**src/rtl/seg_scan_display.sv**
```systemverilog
// Time-multiplexed 8-digit seven-segment scanner that shows the register-file
// entries flagged by the queue's valid bits, with a blanking gap between digits.
module seg_scan_display #(
    parameter int SCAN_DIV  = 100000,
    parameter int BLANK_CYC = 16
) (
    input  logic       clk,
    input  logic       rst,
    input  logic [7:0] valid,
    input  logic [3:0] rd,
    output logic [2:0] ra,
    output logic [7:0] an,
    output logic [6:0] seg,
    output logic       dp
);

    localparam int CW = (SCAN_DIV > 1) ? $clog2(SCAN_DIV) : 1;
    localparam logic [CW-1:0] CNT_MAX    = CW'(SCAN_DIV - 1);
    localparam logic [CW-1:0] BLANK_LAST = CW'(BLANK_CYC - 1);

    typedef enum logic [1:0] {
        ST_BLANK,
        ST_LATCH,
        ST_SHOW
    } state_t;

    state_t        state_q;
    logic [CW-1:0] cnt_q, cnt_d;
    logic [2:0]    idx_q, idx_d;
    logic [3:0]    dreg_q;
    logic          vreg_q;
    logic [7:0]    an_q;
    logic [6:0]    seg_q;
    logic          tick;

    function automatic logic [6:0] hex7(input logic [3:0] v);
        logic [6:0] s;
        case (v)
            4'h0: s = 7'b1000000;
            4'h1: s = 7'b1111001;
            4'h2: s = 7'b0100100;
            4'h3: s = 7'b0110000;
            4'h4: s = 7'b0011001;
            4'h5: s = 7'b0010010;
            4'h6: s = 7'b0000010;
            4'h7: s = 7'b1111000;
            4'h8: s = 7'b0000000;
            4'h9: s = 7'b0010000;
            4'hA: s = 7'b0001000;
            4'hB: s = 7'b0000011;
            4'hC: s = 7'b1000110;
            4'hD: s = 7'b0100001;
            4'hE: s = 7'b0000110;
            default: s = 7'b0001110;
        endcase
        return s;
    endfunction

    function automatic logic [7:0] digit_sel(input logic [2:0] i);
        return ~(8'h01 << i);
    endfunction

    always_comb begin
        tick  = (cnt_q == CNT_MAX);
        cnt_d = tick ? '0 : cnt_q + 1'b1;
        idx_d = tick ? idx_q + 3'd1 : idx_q;
    end

    // Outputs are computed for the state being entered, so an/seg line up
    // with cnt: the digit lights on the cycle where cnt == BLANK_CYC+1.
    always_ff @(posedge clk or negedge rst) begin
        if (!rst) begin
            cnt_q   <= '0;
            idx_q   <= 3'd0;
            state_q <= ST_BLANK;
            dreg_q  <= 4'h0;
            vreg_q  <= 1'b0;
            an_q    <= 8'hFF;
            seg_q   <= 7'h7F;
        end else begin
            cnt_q <= cnt_d;
            idx_q <= idx_d;
            if (tick) begin
                state_q <= ST_BLANK;
                an_q    <= 8'hFF;
                seg_q   <= 7'h7F;
            end else begin
                case (state_q)
                    ST_BLANK: begin
                        an_q  <= 8'hFF;
                        seg_q <= 7'h7F;
                        if (cnt_q == BLANK_LAST) begin
                            state_q <= ST_LATCH;
                        end
                    end
                    ST_LATCH: begin
                        dreg_q  <= rd;
                        vreg_q  <= valid[idx_q];
                        state_q <= ST_SHOW;
                        an_q    <= valid[idx_q] ? digit_sel(idx_q) : 8'hFF;
                        seg_q   <= valid[idx_q] ? hex7(rd) : 7'h7F;
                    end
                    ST_SHOW: begin
                        // Only the latched copy is shown; live inputs are ignored.
                        an_q  <= vreg_q ? digit_sel(idx_q) : 8'hFF;
                        seg_q <= vreg_q ? hex7(dreg_q) : 7'h7F;
                    end
                    default: begin
                        state_q <= ST_BLANK;
                        an_q    <= 8'hFF;
                        seg_q   <= 7'h7F;
                    end
                endcase
            end
        end
    end

    assign ra  = idx_q;
    assign an  = an_q;
    assign seg = seg_q;
    assign dp  = 1'b1;

endmodule

```
**config.mk**
```make
export PLATFORM = sky130hd
export DESIGN_NAME = seg_scan_display
export DESIGN_NICKNAME = d
export VERILOG_FILES = /design/src/rtl/seg_scan_display.sv
export SDC_FILE = /design/constraint.sdc
export NUM_CORES = 1
export LEC_CHECK = 0
export CAP_MARGIN = 10
export CELL_PAD_IN_SITES_DETAIL_PLACEMENT = 0
export CELL_PAD_IN_SITES_GLOBAL_PLACEMENT = 2
export CORE_ASPECT_RATIO = 0.75
export CORE_MARGIN = 1
export CORE_UTILIZATION = 35
export DETAILED_ROUTE_END_ITERATION = 12
export GPL_ROUTABILITY_DRIVEN = 0
export GPL_TIMING_DRIVEN = 0
export HOLD_SLACK_MARGIN = 0.05
export PLACE_DENSITY_LB_ADDON = 0.1
export SYNTH_ARGS = -nofsm -noshare
export SYNTH_HDL_FRONTEND = slang
export SYNTH_SLANG_ARGS = --single-unit
```
**constraint.sdc**
```tcl
create_clock -name clk -period 5.85 [get_ports clk]
set_input_delay 0.585 -clock clk [delete_from_list [all_inputs] [get_ports clk]]
set_output_delay 0.585 -clock clk [all_outputs]
set_load 0.005 [all_outputs]
```
==> impl_metrics.env <==
export IMPL_worstHoldPathType="input port to async pin"
export IMPL_pin_count_of_the_biggest_net_entering_global_routing=35
export IMPL_wire_length_of_the_first_global_routing_pass_mm=10.4
export IMPL_cp_required_ns=6.09
export IMPL_synth_seq_area_share_pct=40.0
export IMPL_clock_skew_final_ns=0.00679
export IMPL_clock_sinks=42
export IMPL_nets=347
export IMPL_report_final_setup_viol=0
export IMPL_holdBufCountCts=0
export IMPL_globalRouteOverflowTotal=0
export IMPL_vias_per_cell=5.01
export IMPL_p_per_area_mw_per_mm2=177
export IMPL_detail_route_first_pass_iterations=4
export IMPL_fp_coreArea_sq_mm=0.00736
export IMPL_antenna_found_initial=0
export IMPL_timing_critical_path_to_type="flop"
export IMPL_numPortBuffers=31
export IMPL_dpl_hpwl_mm=4.78
export IMPL_critical_path_slowest_cell="o311ai_0"
export IMPL_via_count=2053
export IMPL_horizontal_die_dimension_microns=103
export IMPL_htreeDepth=2
export IMPL_drive_gt1_share_pct=13.6
export IMPL_power_ir_vdd_worst_uv=79.1
export IMPL_max_cap_violations=0
export IMPL_gate_count_of_the_mapped_netlist=269
export IMPL_total_cts_buffers=5
export IMPL_finalHoldViolCount=0
export IMPL_route_antenna_remaining_nets=0
export IMPL_rows=27
export IMPL_post_cts_resize_count=0
export IMPL_report_final_slew_viol_count=0
export IMPL_cellLeakagePower_uw=0.00137
export IMPL_avgRoutedWirePerCell_microns=15.3
export IMPL_clkSlewWorstSetupHoldPaths_ns=0.08
export IMPL_path_cells="clkdlybuf4s50_1 > inv_1 > ha_1 > nor2b_1 > o311ai_0 > a221o_1"
export IMPL_wirelength_mm=6.25
export IMPL_ys_types=47
export IMPL_synth_ff_latch_count=42
export IMPL_diode_insertion_count_for_antenna_repair=0
export IMPL_final_common_cell="clkdlybuf4s50_1"
export IMPL_fp_dieH_microns=77.7
export IMPL_timing_reg2reg_setup_slack_ns=3.58
export IMPL_reg2reg_to="dreg_q[3]"
export IMPL_worst_path_max_fanout=7
export IMPL_period_needed_ns=2.60
export IMPL_yosys_most_used_dff="dfrtp_1"
export IMPL_mostFrequentLayoutCells="30 x clkdlybuf4s50_1, 27 x dfrtp_1, 25 x ha_1, 20 x nand2_1, 20 x o21ai_0"
export IMPL_synth_edff_count=0
export IMPL_post_route_setup_tns_ns=0
export IMPL_power_total_uw=568
export IMPL_worst_path_largest_cell_delay_ns=0.73
export IMPL_critPathLaunchType="input port"
export IMPL_final_area_sq_mm=0.00322
export IMPL_setup_worst_path_class="input port to flop"
export IMPL_grt_setup_unrepaired="no"
export IMPL_async_flop_share_pct=100
export IMPL_floorplan_initialDensity_pct=36.3
export IMPL_post_synth_instance_area_sq_mm=0.00267
export IMPL_tritoncts="done"
export IMPL_highest_attainable_clock_frequency_mhz=385
export IMPL_dpl_cell_area_sq_mm=0.00312
export IMPL_min_period_over_period_pct=44.4
export IMPL_flow_area_growth_from_synthesis_pct=20.3
export IMPL_drcViolationCount=0
export IMPL_via_count_of_the_first_global_routing_pass=1915
export IMPL_clk_latency_ns=0.30
export IMPL_detailedRoute_firstIterationViolations=50
export IMPL_synthesis_nets=308
export IMPL_status="finished clean"
export IMPL_fill_cells=752
export IMPL_r2r_cells=4
export IMPL_clock_tree_root_cell="clkbuf_8"
export IMPL_synth_warning_count=0
export IMPL_tightest_slew_ns=0.816
export IMPL_crit_arrival_ns=2.84
export IMPL_io_pins=33
export IMPL_gr_util_all_layers_pct=17.3
export IMPL_relSlewSlack_pct=44.9
export IMPL_dieArea_sq_mm=0.00799
export IMPL_syn_avg_cell_area_sq_um=9.94
export IMPL_ctsLongestPathBuffers=2
export IMPL_buffer_count_from_post_cts_setup_fixing=0
export IMPL_critical_r2r_launch="cnt_q[14]"
-- routing by layer --
layer  GRT usage, %  part of all wire (%)
met4           4.65                   1.1
met1           30.2                    58
met5              0                     0
met3           3.42                   3.6
met2           20.3                    37
-- cell families after synthesis --
logic type / count (synthesis) / synth area share, %
multiplexers: 17 / 7.68
XOR/XNOR: 13 / 4.26
AND/OR/NAND/NOR: 83 / 16.7
adder cells (fa/ha/maj): 25 / 11.7
other: 1 / 0.140
AO/OA/AOI/OAI: 57 / 14.7
flip-flops: 42 / 40.0
buffers and inverters: 31 / 4.78
-- sequential cells by signal, indices dropped and copies added (netlist names) --
register  flops
ra            3
dreg_q        4
state_q       2
vreg_q        1
an            8
cnt_q        17
seg           7
-- synthesized netlist by cell type (3+ instances only) --
master    instances  share of area [%]
mux2i_1           7                2.6
nand3_1          16                3.0
dfstp_2          15                 15
xor2_1            3               0.98
nor2b_1           6                1.4
nor2_1           14                2.0
o211ai_1          6                1.7
clkbuf_1         10                1.4
o21ai_0          20                3.7
a221o_1           6                2.2
a21oi_1           7                1.3
inv_1            19                2.7
xnor2_1          10                3.3
mux2_2            8                3.4
nor3_1            3               0.56
a211o_1           3               0.98
and2_1            4               0.94
nand2_1          20                2.8
ha_1             25                 12
dfrtp_1          27                 25
o311ai_0          5                1.6
nand2b_1          4               0.94
-- worst max-delay path by stage --
stage / from / endpoint / slack, ns / depth (start not counted)
after floorplan: cnt_q[14] / ra[2] / 3.83 / 5
after global placement: rst / cnt_q[1] / 2.95 / 1
after detailed placement: rd[0] / seg[3] / 3.05 / 6
after CTS: rd[0] / seg[3] / 3.36 / 6
after global routing: rd[0] / seg[3] / 3.21 / 6
final: rd[0] / seg[3] / 3.25 / 6
-- per-stage QoR --
stage	setup WS (ns)	cells	hold WS [ns]	utilization (%)
after floorplan	3.83	269	0.289	-
after global placement	2.95	401	0.473	42.2
after detailed placement	3.05	402	0.475	42.4
after CTS	3.36	410	0.144	43.7
after global routing	3.21	410	0.153	43.7
final	3.25	410	0.145	43.7
-- worst max-delay path, delay by kind of cell --
kind | cells | cell delay, ns
AO/OA/AOI/OAI | 2 | 0.99
buffers and inverters | 2 | 0.79
adder cells (fa/ha/maj) | 1 | 0.33
AND/OR/NAND/NOR | 1 | 0.14
-- report_power, final --
group | total, uW | switching, uW | internal (uW)
Combinational | 67.9 | 34.6 | 33.3
Clock | 198 | 103 | 95.4
Sequential | 302 | 2.89 | 299
Total | 568 | 140 | 428
-- cell type report --
class	count	area (sq um)	share of cell area [%]
Sequential cell	42	1070	33.3
Buffer	12	56.3	1.75
Clock buffer	7	86.3	2.68
Timing Repair Buffer	32	325	10.1
Multi-Input combinational cell	196	1480	45.9
Inverter	19	71.3	2.22
Clock inverter	1	5.00	0.156
Tap cell	101	126	3.93
(Power assumes the default switching activity.)
